**config.mk**
```make
export PLATFORM = sky130hd
export DESIGN_NAME = oclib_csr_arbiter
export DESIGN_NICKNAME = d
export VERILOG_FILES = /design/src/rtl/oclib_csr_arbiter.sv
export SDC_FILE = /design/constraint.sdc
export NUM_CORES = 1
export LEC_CHECK = 0
export ABC_AREA = 1
export BUFFER_PORTS_ARGS = -buffer_cell sky130_fd_sc_hd__buf_2
export CAP_MARGIN = 20
export CELL_PAD_IN_SITES_DETAIL_PLACEMENT = 1
export CELL_PAD_IN_SITES_GLOBAL_PLACEMENT = 1
export CORE_ASPECT_RATIO = 1.75
export CORE_MARGIN = 2
export CORE_UTILIZATION = 30
export DETAILED_ROUTE_END_ITERATION = 10
export PLACE_DENSITY = 0.87
export SYNTH_ARGS = -nofsm -noshare
export SYNTH_HDL_FRONTEND = slang
export SYNTH_SLANG_ARGS = --single-unit
export TNS_END_PERCENT = 20
```
**constraint.sdc**
```tcl
create_clock -name clock -period 2.2 [get_ports clock]
set_input_delay 0.22 -clock clock [delete_from_list [all_inputs] [get_ports clock]]
set_output_delay 0.22 -clock clock [all_outputs]
set_load 0.02 [all_outputs]
```
**src/rtl/oclib_csr_arbiter.sv**
```systemverilog
// oclib_csr_arbiter
//   Round-robin arbiter that funnels NumIn upstream CSR requesters onto one
//   downstream CSR bus. One transaction is in flight at a time. The grant
//   is registered, the downstream request is latched, and the reply is
//   returned to the winning requester for exactly one cycle.
//
// Ports
//   clock  : sole clock
//   reset  : synchronous active-high reset
//   in     : upstream requests, one per requester (held until ready)
//   inFb   : upstream feedback; ready pulses one cycle for the winner only
//   out    : registered downstream request
//   outFb  : downstream feedback (ready / error / rdata)
//   grant  : one-hot owner of the downstream bus (bit i <-> in[i]), zero when idle

package oclib_pkg;

    typedef struct packed {
        logic        read;
        logic        write;
        logic [31:0] address;
        logic [31:0] wdata;
    } csr_32_s;

    typedef struct packed {
        logic        ready;
        logic        error;
        logic [31:0] rdata;
    } csr_32_fb_s;

endpackage

module oclib_csr_arbiter #(
    parameter int  NumIn         = 2,
    parameter int  TimeoutCycles = 256,
    parameter type CsrType       = oclib_pkg::csr_32_s,
    parameter type CsrFbType     = oclib_pkg::csr_32_fb_s
) (
    input  logic             clock,
    input  logic             reset,
    input  CsrType           in    [0:NumIn-1],
    output CsrFbType         inFb  [0:NumIn-1],
    output CsrType           out,
    input  CsrFbType         outFb,
    output logic [0:NumIn-1] grant
);

    localparam int          PtrW    = (NumIn > 1) ? $clog2(NumIn) : 1;
    localparam int          CntW    = $clog2(TimeoutCycles) + 1;
    localparam int unsigned NumInU  = NumIn;
    localparam logic [CntW-1:0] CntLast = CntW'(TimeoutCycles - 1);
    localparam logic [PtrW-1:0] PtrLast = PtrW'(NumIn - 1);

    typedef enum logic [1:0] {
        IDLE,
        ISSUE,
        DONE
    } state_e;

    state_e            state_q,  state_d;
    logic [PtrW-1:0]   ptr_q,    ptr_d;
    logic [PtrW-1:0]   winner_q, winner_d;
    logic [CntW-1:0]   count_q,  count_d;
    CsrType            out_q,    out_d;
    logic [0:NumIn-1]  grant_q,  grant_d;
    CsrFbType          in_fb_q   [0:NumIn-1];
    CsrFbType          in_fb_d   [0:NumIn-1];

    logic [NumIn-1:0]  active;
    logic              pick_found;
    logic [PtrW-1:0]   pick_idx;
    int unsigned       scan_idx;
    CsrFbType          fb_d;

    // ------------------------------------------------------------------
    // Requester activity and round-robin pick starting at ptr_q
    // ------------------------------------------------------------------
    always_comb begin
        active = '0;
        for (int unsigned i = 0; i < NumInU; i++) begin
            active[i] = in[i].read | in[i].write;
        end
    end

    always_comb begin
        pick_found = 1'b0;
        pick_idx   = '0;
        scan_idx   = 0;
        for (int unsigned k = 0; k < NumInU; k++) begin
            // Wrap by subtraction: ptr_q < NumIn and k < NumIn, so one step suffices.
            scan_idx = 32'(ptr_q) + k;
            if (scan_idx >= NumInU) begin
                scan_idx = scan_idx - NumInU;
            end
            if (!pick_found && active[scan_idx]) begin
                pick_found = 1'b1;
                pick_idx   = PtrW'(scan_idx);
            end
        end
    end

    // ------------------------------------------------------------------
    // Next-state logic for the FSM and all registered outputs
    // ------------------------------------------------------------------
    always_comb begin
        state_d  = state_q;
        ptr_d    = ptr_q;
        winner_d = winner_q;
        count_d  = count_q;
        out_d    = out_q;
        grant_d  = grant_q;
        in_fb_d  = in_fb_q;
        fb_d     = '0;

        unique case (state_q)
            IDLE: begin
                if (pick_found) begin
                    out_d          = '0;
                    out_d.read     = in[pick_idx].read;
                    out_d.write    = in[pick_idx].write;
                    out_d.address  = in[pick_idx].address;
                    out_d.wdata    = in[pick_idx].wdata;
                    grant_d        = '0;
                    grant_d[pick_idx] = 1'b1;
                    winner_d       = pick_idx;
                    count_d        = '0;
                    state_d        = ISSUE;
                end
            end

            ISSUE: begin
                // Ready is checked before expiry so a reply on the last
                // allowed cycle completes normally.
                if (outFb.ready) begin
                    out_d.read          = 1'b0;
                    out_d.write         = 1'b0;
                    fb_d.ready          = 1'b1;
                    fb_d.error          = outFb.error;
                    fb_d.rdata          = outFb.rdata;
                    in_fb_d[winner_q]   = fb_d;
                    state_d             = DONE;
                end else if (count_q == CntLast) begin
                    out_d               = '0;
                    fb_d.ready          = 1'b1;
                    fb_d.error          = 1'b1;
                    in_fb_d[winner_q]   = fb_d;
                    state_d             = DONE;
                end else if (count_q != '1) begin
                    count_d = count_q + CntW'(1);
                end
            end

            DONE: begin
                for (int unsigned i = 0; i < NumInU; i++) begin
                    in_fb_d[i] = '0;
                end
                grant_d = '0;
                ptr_d   = (winner_q == PtrLast) ? '0 : winner_q + PtrW'(1);
                state_d = IDLE;
            end

            default: begin
                state_d = IDLE;
            end
        endcase
    end

    always_ff @(posedge clock) begin
        if (reset) begin
            state_q  <= IDLE;
            ptr_q    <= '0;
            winner_q <= '0;
            count_q  <= '0;
            out_q    <= '0;
            grant_q  <= '0;
            for (int unsigned i = 0; i < NumInU; i++) begin
                in_fb_q[i] <= '0;
            end
        end else begin
            state_q  <= state_d;
            ptr_q    <= ptr_d;
            winner_q <= winner_d;
            count_q  <= count_d;
            out_q    <= out_d;
            grant_q  <= grant_d;
            in_fb_q  <= in_fb_d;
        end
    end

    assign out   = out_q;
    assign grant = grant_q;
    assign inFb  = in_fb_q;

endmodule

```
Word-level counts from Yosys, hierarchy flattened
Cells that the tools add are included.
{"block": "word_totals", "mem_bits_rw": 0, "reg_bits": 149, "mem_count": 0, "romBits": 0, "out_inout_bits": 136, "latchBits": 0}
{"block": "op_classes", "reduce_logical": 15, "n_shift": 0, "div": 0, "magnitude_cmp": 8, "multipliers": 0, "mux": 38, "addsub": 5, "n_eq_ne": 10, "bitwise": 7}
{"operator": "$mux W66", "n": 5}
{"operator": "$mux W68", "n": 2}
{"operator": "$pmux W68 S2", "n": 1}
{"operator": "$pmux W66 S2", "n": 1}
{"operator": "$bwmux W68", "n": 1}
{"operator": "$and A64 B64 Y64", "n": 1}
{"operator": "$lt A32 B2 Y1 const B", "n": 2}
{"operator": "$mux W32", "n": 2}
{"operator": "$mux W64", "n": 1}
{"operator": "$not A64 Y64", "n": 1}
{"operator": "$mux W9", "n": 4}
{"operator": "$demux W34 S1", "n": 1}
{"operator": "$mux W34", "n": 1}
{"operator": "$pmux W9 S2", "n": 1}
{"operator": "$mux W1", "n": 10}
{"operator": "$mux W2", "n": 5}
{"operator": "$ne A2 B2 Y1 const B", "n": 5}
{"operator": "$add A9 B1 Y9 const B", "n": 1}
{"operator": "$eq A9 B8 Y1 const B", "n": 1}
{"operator": "$ne A9 B9 Y1 const B", "n": 1}
{"operator": "$pmux W2 S2", "n": 2}
{"operator": "$reduce_and A2 Y1", "n": 4}
{"operator": "$ge A2 B2 Y1 const B", "n": 3}
{"operator": "$reduce_bool A2 Y1", "n": 3}
{"operator": "19 further kinds", "n": 24}

Logic depth before layout (Yosys ltp)
{"block": "depth", "word_depth": 15, "depth_mapped": 12, "depth_no_buf": 12}

Least setup slack after synthesis
No wires, ideal clock.
{"block": "synth_path", "path_kind": "register to register", "from": "register count_q[0]", "to": "register in_fb_q, in the netlist inFb[35]", "path_stages_with_launch": 13, "arrival_ns": 1.866, "path_buffers": 1, "period_less_slack_ns": 1.998, "required_ns": 2.068, "slack_ns": 0.202, "setup_time_ns": 0.132, "cell_sequence": "dfxtp_1 -> ha_1 -> nand2_1 -> nor3_1 -> nand2_1 -> nor2_1 -> ha_1 -> o21ai_2 -> nor2_4 -> nor2_2 -> buf_4 -> nand2_1 -> a21oi_1"}
{"block": "synth_between", "elab_chain_cells": 3}
{"item": "start, declared", "line_no": "63", "text": "logic [CntW-1:0] count_q, count_d;"}
{"item": "start signal, assigned", "line_no": "183", "text": "count_q <= count_d;"}
{"item": "$eq A9 B8 Y1", "line_no": "142", "text": "end else if (count_q == CntLast) begin"}
{"item": "$ne A3 B3 Y1 (no source line)"}
{"item": "$reduce_and A2 Y1 (no source line)"}
{"item": "end signal, assigned", "line_no": "186", "text": "in_fb_q <= in_fb_d;"}
{"item": "end, declared", "line_no": "66", "text": "CsrFbType in_fb_q [0:NumIn-1];"}
Every way passes these cells.
A chain may end at the register's enable or synchronous reset.

Worst setup path after layout
{"block": "layout_path", "from": "register count_q[0]", "to": "register in_fb_q, in the netlist inFb[48]"}
The elaborated chain is that of the path after synthesis.

==> flow_summary.yaml <==
outcome:
  status: "complete, no violations"
worst_setup_path:
  regToRegEndpoint: "inFb[48]"
  path_class: "flop to flop"
  critPathMaxFanout: 11
  timing.rr.start: "count_q[0]"
  r2r_setup_slack_ns: 0.07
  startpoint_type: "flop"
  cp-startpoint: "count_q[0]"
  cp.required_ns: 2.54
  end_kind: "flop"
  setup.worst_path.end: "inFb[48]"
  arrival_ns: 2.47
  reg2regPathDepth: 12
finish:
  layout-drive-gt1-share: 0.276
  diodes: 0
  area_delta_synth_final_pct: 35.4
  fill_cells: 3176
  finish.net_count: 1561
  multiInputGateArea_um2: 3580
  register_area_um2: 2990
  finalNonFillerCells: 1711
routing:
  finalWirelength_um: 27000
  num_vias: 8504
  first_pass_iters: 4
  wl_per_cell_um: 15.8
  drc: 0
  via_per_inst: 4.97
  ant_nets: 0
  drtIter0Drc: 545
placement:
  gp_congestion: 0.836
  port_buffers: 303
  dp_cells: 1674
  dpl.hpwl_um: 19300
die:
  die-width_um: 122
  ios: 304
  start_util: 0.304
  die_h_um: 210
  rows: 75
  fp.coreArea_um2: 23900
  die_area_um2: 25500
yosys:
  synthesis.nets: 1292
  ys_ff_latch: 149
  ys_types: 26
  syn_avg_cell_area_um2: 6.48
  ys_async_sr_fraction: 0
  synth_edf_count: 0
  yosysTopAreaCellShare: 0.410
  ys_seq_area_frac: 0.410
  yosys_warnings: 0
  synth.most_common_cell: "nand2_1"
  synth_largest_area_cell: "dfxtp_1"
  synthCells: 1121
  ys.flop_type: "dfxtp_1"
  synth_top_cells_by_count: "371 x nand2_1, 158 x nand3_1, 149 x dfxtp_1"
  synth_area_leaders: "dfxtp_1 41%, nand2_1 19%, nand3_1 11%"
  syn_area_um2: 7270
grt:
  grt_use_total: 0.208
  grt_pass1_wl_um: 42400
  grt_max_degree: 68
  antenna_found_initial: 0
  grt_pass1_vias: 8657
  overflow: 0
cts:
  clkLatencyLatePin_ns: 0.42
  htree_levels: 4
  cts_root_buf: "clkbuf_16"
  clkSinkCount: 149
  cts_made_buffers: 17
  cts_buffer_depth: 2
  tritoncts: "built"
  path_clk_slew_ns: 0.06
  hold_buffers: 0
timing:
  report.final.slew_viol_count: 0
  max_freq_ghz: 0.470
  min_period_over_period: 0.966
  min_period_ns: 2.13
  hold_viol_final: 0
  max_slew_margin: 0.504
  final.setup_skew_ns: 0.0110
  setup_violations: 0
  setup-tns-final_ns: 0
  worst_slew_pin_slew_ns: 0.742
power_and_ir_drop:
  p_leak_uw: 0.00477
  powerDensity_nw_per_um2: 741
  ir_drop_v: 0.000467
min_path:
  worstHoldPathType: "primary input to flop"
run:
  maxCapViolations: 0
## worst min-delay path by stage
stage | from | to | cells after the start
detailed placement | inFb[66] | inFb[66] | 2
global route | in[36] | out[36] | 5
finish | in[42] | out[42] | 5
global placement | out[64] | out[64] | 2
CTS | in[42] | out[42] | 5
floorplan | reset | ptr_q | 3
## per-stage QoR
step	area [um^2]	setup WS [ns]	utilization	power (uW)	hold slack, ns
after floorplan	7270	0.202	-	3880	0.390
after detailed placement	9140	-0.0362	0.382	4490	0.458
after global placement	9140	0.0766	0.382	4450	0.450
after CTS	9710	0.0240	0.406	7360	0.103
after global routing	9840	-0.0551	0.411	7660	0.139
final	9840	0.0740	0.411	7290	0.128
## kinds of logic after synthesis
group / after synthesis / synth area share
AO/OA/AOI/OAI: 216 / 0.150
AND/OR/NAND/NOR: 566 / 0.329
adder cells (fa/ha/maj): 3 / 0.00517
XOR/XNOR: 1 / 0.00121
flip-flops: 149 / 0.410
buffers and inverters: 186 / 0.104
## per-layer routing
layer | track usage | up-vias | wire length [um]
met5 | 0 | - | 0
met4 | 0.101 | 0 | 1160
met3 | 0.0410 | 75 | 1290
met2 | 0.400 | 267 | 14800
met1 | 0.206 | 4031 | 9830
li1 | - | 4131 | -
## placed cells by master (no fill, tap or decap), types with 2 or more instances in the layout
cell type	netlist	routed
a211oi_1	2	2
a21oi_1	144	144
buf_12	0	11
buf_2	27	302
buf_4	7	15
clkbuf_16	0	20
clkbuf_8	0	3
clkinv_2	0	4
clkinvlp_4	0	3
dfxtp_1	149	146
dfxtp_2	0	3
inv_1	98	98
inv_2	5	5
inv_6	0	2
nand2_1	371	371
nand3_1	158	158
nand3b_1	2	2
nor2_1	18	17
nor2_2	4	3
nor2_4	4	6
nor3_1	6	5
o21ai_0	57	57
o21ai_1	11	10
o21ai_4	0	2
## what timing repair did
item	in CTS	in global routing
gates resized for setup	2	8
cloned	0	3
buffers inserted	0	2
pin swaps	0	5
endpoints found under the setup margin	29	76
## flip-flops by register name, summed over array words and instances (netlist names)
signal / flops
grant: 2
winner_q: 1
inFb: 68
count_q: 9
out: 66
state_q: 2
ptr_q: 1
## area by class of cell
cell class                 instances  area share
timing repair buffer             332       0.196
clock buffer                      21      0.0478
tap                              308      0.0392
inverter                         104      0.0397
clock inverter                    11      0.0100
sequential                       149       0.304
multi-input combinational        786       0.364
## power by group
part / internal, uW / switching (uW)
clock: 1650 / 1180
combinational: 530 / 969
sequential: 2860 / 99.0
## critical path, cell delays in order, from the launching register on
cell	delay, ns
dfxtp_2	0.36
ha_4	0.14
nand2_1	0.07
nor3_2	0.14
nand2_1	0.09
nor2_2	0.15
ha_2	0.24
o21ai_4	0.09
nor2_4	0.21
buf_4	0.16
clkbuf_16	0.15
nand2_1	0.07
a21oi_1	0.19
(Power assumes the default switching activity.)
